<file path="src/rtl/mac_scheduler.sv">
// Shared MAC scheduler: arbitrates filter-stage requesters onto one signed multiply-accumulator.
// Define MAC_SCHED_FIXED_PRIO_EN for fixed-priority arbitration; round-robin otherwise.
//
// state  | meaning
// IDLE   | waiting for a request; arbitrates and latches the winner's burst length
// MAC    | one tap accumulated per cycle for the granted requester
// DONE   | publishes result, pulses done to the owner, releases the grant
module mac_scheduler #(
    parameter int NUM_REQ     = 3,
    parameter int INPUT_WIDTH = 50,
    parameter int COEFF_WIDTH = 18,
    parameter int MAX_TAPS    = 16,
    localparam int TAP_W      = $clog2(MAX_TAPS + 1),
    localparam int ACC_WIDTH  = INPUT_WIDTH + COEFF_WIDTH + TAP_W
) (
    input  logic                               clk,
    input  logic                               rst_n,
    input  logic [NUM_REQ-1:0]                 req_i,
    input  logic [NUM_REQ*TAP_W-1:0]           len_i,
    input  logic [NUM_REQ*INPUT_WIDTH-1:0]     smp_i,
    input  logic [NUM_REQ*COEFF_WIDTH-1:0]     coef_i,
    output logic [NUM_REQ-1:0]                 grant_o,
    output logic [TAP_W-1:0]                   tap_idx_o,
    output logic [NUM_REQ-1:0]                 done_o,
    output logic [ACC_WIDTH-1:0]               result_o,
    output logic                               busy_o
);

    localparam int IDX_W  = (NUM_REQ > 1) ? $clog2(NUM_REQ) : 1;
    localparam int PROD_W = INPUT_WIDTH + COEFF_WIDTH;

    typedef enum logic [1:0] {S_IDLE, S_MAC, S_DONE} state_t;

    state_t                        state;
    logic [IDX_W-1:0]              owner_q;
    logic [TAP_W-1:0]              len_q;
    logic signed [ACC_WIDTH-1:0]   acc;

    logic [IDX_W-1:0]              win_idx;
    logic                          win_vld;
    logic [NUM_REQ-1:0]            win_onehot;
    logic [TAP_W-1:0]              len_raw;
    logic [TAP_W-1:0]              len_win;

    logic signed [INPUT_WIDTH-1:0] smp_sel;
    logic signed [COEFF_WIDTH-1:0] coef_sel;
    logic signed [PROD_W-1:0]      prod;

`ifndef MAC_SCHED_FIXED_PRIO_EN
    logic [IDX_W-1:0]              rr_ptr;
    int                            cand;
`endif

    always_comb begin
        win_idx = '0;
        win_vld = 1'b0;
`ifdef MAC_SCHED_FIXED_PRIO_EN
        for (int i = NUM_REQ - 1; i >= 0; i--) begin
            if (req_i[i]) begin
                win_idx = IDX_W'(i);
                win_vld = 1'b1;
            end
        end
`else
        cand = 0;
        // Search begins one past the last winner so every requester gets a turn.
        for (int i = 0; i < NUM_REQ; i++) begin
            cand = int'(rr_ptr) + i;
            if (cand >= NUM_REQ)
                cand = cand - NUM_REQ;
            if (!win_vld && req_i[IDX_W'(cand)]) begin
                win_idx = IDX_W'(cand);
                win_vld = 1'b1;
            end
        end
`endif
        win_onehot          = '0;
        win_onehot[win_idx] = win_vld;
        len_raw = len_i[int'(win_idx)*TAP_W +: TAP_W];
        len_win = (len_raw > TAP_W'(MAX_TAPS)) ? TAP_W'(MAX_TAPS) : len_raw;
    end

    always_comb begin
        smp_sel  = smp_i[int'(owner_q)*INPUT_WIDTH +: INPUT_WIDTH];
        coef_sel = coef_i[int'(owner_q)*COEFF_WIDTH +: COEFF_WIDTH];
        prod     = smp_sel * coef_sel;
    end

    always_ff @(posedge clk or negedge rst_n) begin
        if (!rst_n) begin
            state     <= S_IDLE;
            owner_q   <= '0;
            len_q     <= '0;
            acc       <= '0;
            grant_o   <= '0;
            tap_idx_o <= '0;
            done_o    <= '0;
            result_o  <= '0;
            busy_o    <= 1'b0;
`ifndef MAC_SCHED_FIXED_PRIO_EN
            rr_ptr    <= '0;
`endif
        end else begin
            done_o <= '0;
            case (state)
                S_IDLE: begin
                    if (win_vld) begin
                        owner_q   <= win_idx;
                        grant_o   <= win_onehot;
                        len_q     <= len_win;
                        acc       <= '0;
                        tap_idx_o <= '0;
                        busy_o    <= 1'b1;
                        state     <= (len_win == '0) ? S_DONE : S_MAC;
`ifndef MAC_SCHED_FIXED_PRIO_EN
                        rr_ptr    <= (win_idx == IDX_W'(NUM_REQ - 1)) ? '0 : win_idx + 1'b1;
`endif
                    end
                end
                S_MAC: begin
                    acc <= acc + {{TAP_W{prod[PROD_W-1]}}, prod};
                    // Index parks on the last tap rather than wrapping past the burst.
                    if (tap_idx_o == len_q - 1'b1)
                        state <= S_DONE;
                    else
                        tap_idx_o <= tap_idx_o + 1'b1;
                end
                S_DONE: begin
                    result_o <= acc;
                    done_o   <= grant_o;
                    grant_o  <= '0;
                    busy_o   <= 1'b0;
                    state    <= S_IDLE;
                end
                default: state <= S_IDLE;
            endcase
        end
    end

endmodule
</file>
<file path="config.mk">
export PLATFORM = sky130hd
export DESIGN_NAME = mac_scheduler
export DESIGN_NICKNAME = d
export VERILOG_FILES = /design/src/rtl/mac_scheduler.sv
export SDC_FILE = /design/constraint.sdc
export NUM_CORES = 2
export LEC_CHECK = 0
export BUFFER_PORTS_ARGS = -buffer_cell sky130_fd_sc_hd__buf_2
export CORE_ASPECT_RATIO = 0.5
export CORE_MARGIN = 4
export CORE_UTILIZATION = 60
export DETAILED_ROUTE_END_ITERATION = 16
export PLACE_DENSITY = 0.76
export SETUP_SLACK_MARGIN = 0.1
export SYNTH_ARGS = -nofsm -noshare
export SYNTH_HDL_FRONTEND = slang
export SYNTH_SLANG_ARGS = --single-unit
</file>
<file path="constraint.sdc">
create_clock -name clk -period 19.48 [get_ports clk]
set_input_delay 3.896 -clock clk [delete_from_list [all_inputs] [get_ports clk]]
set_output_delay 3.896 -clock clk [all_outputs]
set_load 0.01 [all_outputs]
</file>
==> flow_summary_export.csv <==
group,metric,value,unit
routing,routed_wirelength,128000,um
setup_path,crit_type,"in -> reg",
placed_design,dpl.hpwl,103000,um
synthesis,synth_fa_ha_area_share,47.3,%
floorplanning,die_area,74400,sq um
synthesis,synth-main-ff-cell,"dfrtp_1",
synthesis,synth_area,41900,sq um
floorplanning,ioPinCount,309,
layout,syn2layout_area_growth,7.05,%
sta,setup_viol,0,
synthesis,synth_xor_area_share,2.93,%
synthesis,synth_top_family_by_area,"adder cells",
synthesis,synth_nets,6349,
cts,cts_buffers,17,
global_route,grt_pass1_vias,37427,
routing,drt_iter0_drc,3307,
cts,cts_tree,"built",
layout,drive_above_1_share,8.95,%
setup_path,critical_path_required,19.85,ns
synthesis,syn_avg_cell_area,8.31,sq um
sta,min_period_over_period,69.5,%
cts,path_clk_slew,0.07,ns
sta,fin_crit,13.54,ns
sta,rsz0062_at_grt,"no",
sta,tightest_slew,1.37,ns
global_route,grt_pass1_wl,205000,um
layout,nets,6494,
worst_hold_path,hp-class,"reg -> reg",
synthesis,syn_inst,5046,
sta,finalClockSkew,0.0122,ns
global_route,antenna_found_initial,3,
cts,cts_buffer_depth,2,
setup_path,critPathLaunchType,"primary input",
routing,firstDrtPassIters,5,
routing,viasPerCell,5.81,
run,drv_cap,0,
global_route,grt_max_degree,94,
synthesis,yosys.area_share.simple,16.4,%
global_route,grt-ovfl-total,0,
sta,hold_viol_final,0,
setup_path,cpMostUsedCell,"fa_1",
cts,cts_hold_buf,0,
setup_path,crit_arrival,13.90,ns
cts,clock_latency,0.44,ns
cts,cts_sinks,169,
outcome,outcome,"finished clean",
routing,antenna_left,0,
floorplanning,chipWidth,382,um
synthesis,synth_edf_count,0,
placed_design,portBuffers,308,
setup_path,critPathCaptureType,"flip-flop",
layout,antenna_cells,0,
sta,setup_tns,0,ns
synthesis,synth-seq-cells,169,
floorplanning,num_rows,68,
sta,clock.fmax,0.0739,GHz
cts,cts_resized,0,
global_route,grt.total_usage,35.2,%
cts,cts-root-buf,"clkbuf_16",
routing,drc,0,
floorplanning,start_util,60.7,%
sta,slew_viol_final,0,
cts,postCtsSetupBuffers,0,
synthesis,ys_warn_count,0,
floorplanning,coreArea,69100,sq um
setup_path,max_stage_delay,0.82,ns
synthesis,synth_async_sr_flop_share,100,%
floorplanning,die_h,195,um
synthesis,synth-seq-area-share,10.1,%
synthesis,synth_mux_area_share,1.70,%
routing,vias,35721,
synthesis,synth_cell_types,90,
routing,wl_per_cell,20.9,um
cts,h-tree-depth,4,
sta,relSlewSlack,8.58,%
synthesis,synth_compound_area_share,10.4,%
setup_path,critPathSlowestCell,"a21o_2",
setup_path,path_max_fanout,35,
placed_design,place_congestion,1.04,
-- layout make-up --
| type | instances | area (sq um) |
|---|---|---|
| multi-input combinational | 3637 | 33100 |
| fill | 5918 | 24200 |
| sequential | 169 | 4230 |
| inverter | 1002 | 3760 |
| timing repair buffer | 364 | 1970 |
| tap | 945 | 1180 |
| clock buffer | 18 | 429 |
| clock inverter | 14 | 184 |
-- cells in the mapped netlist, drive strengths merged (17+ instances only) --
library cell	n	area share, %
nand2	1076	9.6
inv	1002	9.0
fa	842	40
nor2	342	3.1
ha	237	7.1
clkbuf	205	1.8
a21oi	200	2.4
o21ai	178	2.2
dfrtp	169	10
a21o	113	2.0
xnor2	88	1.8
and2	73	1.1
mux2i	71	1.7
xor2	52	1.1
nand4	35	0.54
buf	33	0.40
nand3	32	0.38
o21bai	27	0.48
o22ai	24	0.36
nor3	23	0.30
nand2b	18	0.27
o21a	17	0.30
-- critical path: cells and delay by family --
family	cells	cell delay, ns
AO/OA/AOI/OAI	10	2.95
XOR/XNOR	2	0.33
adder cells (fa/ha/maj)	8	3.98
buffers and inverters	6	0.41
multiplexers	2	0.20
AND/OR/NAND/NOR	9	2.10
-- cells in the final DEF, fill, tap and decap left out, types with 17 or more instances in the layout --
cell / count
ha_1: 237
nand3_1: 32
nor2_1: 340
dfrtp_1: 167
fa_1: 842
nand2b_1: 17
nand2_1: 1074
a21oi_1: 189
nor3_1: 21
xor2_1: 52
clkbuf_16: 17
o22ai_1: 24
o21ai_0: 129
o21bai_1: 27
o21a_1: 17
o21ai_1: 34
and2_1: 73
mux2i_1: 71
inv_1: 1000
buf_2: 307
buf_4: 56
a21o_1: 107
xnor2_1: 88
nand4_1: 34
-- cells by family (layout without fill, tap and decap cells) --
group / count (synthesis) / count (layout)
multiplexers: 71 / 71
flip-flops: 169 / 169
AO/OA/AOI/OAI: 681 / 681
buffers and inverters: 1240 / 1398
XOR/XNOR: 140 / 140
adder cells (fa/ha/maj): 1080 / 1080
AND/OR/NAND/NOR: 1665 / 1665
-- metal layers --
layer | vias up | wire length (um) | track usage (%)
met5 | - | 23 | 0.511
met2 | 1835 | 57100 | 54.2
met3 | 300 | 16200 | 12.1
met4 | 4 | 4350 | 10.7
li1 | 15672 | - | -
met1 | 17910 | 50500 | 47.2
-- final timing paths --
check | endpoint | cells after the start | slack [ns] | from
setup / recovery | acc[72] | 37 | 5.94 | coef_i[7]
min in group asynchronous | result_o[51] | 1 | 3.42 | rst_n
hold / removal | result_o[28] | 2 | 0.47 | result_o[28]
setup reg to reg | acc[72] | 36 | 7.86 | owner_q[1]
max in group asynchronous | acc[16] | 3 | 14.13 | rst_n
hold reg to reg | result_o[28] | 2 | 0.47 | result_o[28]
-- registers in the layout, summed over array words and instances (netlist names), 2 cells and up --
signal / cells
result_o: 73
len_q: 5
state: 2
grant_o: 3
owner_q: 2
rr_ptr: 2
tap_idx_o: 5
done_o: 3
acc: 73
-- through the flow --
step / cell area [sq um] / hold WS, ns / util [%] / std cells / setup WS, ns
after floorplan: 41900 / 0.450 / - / 5046 / 7.16
after global placement: 44300 / 0.455 / 64.1 / 6117 / 5.87
after detailed placement: 44300 / 0.457 / 64.1 / 6117 / 5.67
after CTS: 44900 / 0.475 / 64.9 / 6149 / 6.09
after global routing: 44900 / 0.491 / 64.9 / 6149 / 5.29
final: 44900 / 0.472 / 64.9 / 6149 / 5.94
Power is left out: the tool's default activity adds up to more than one toggle a clock period on the data nets, which glitch-free logic cannot reach.
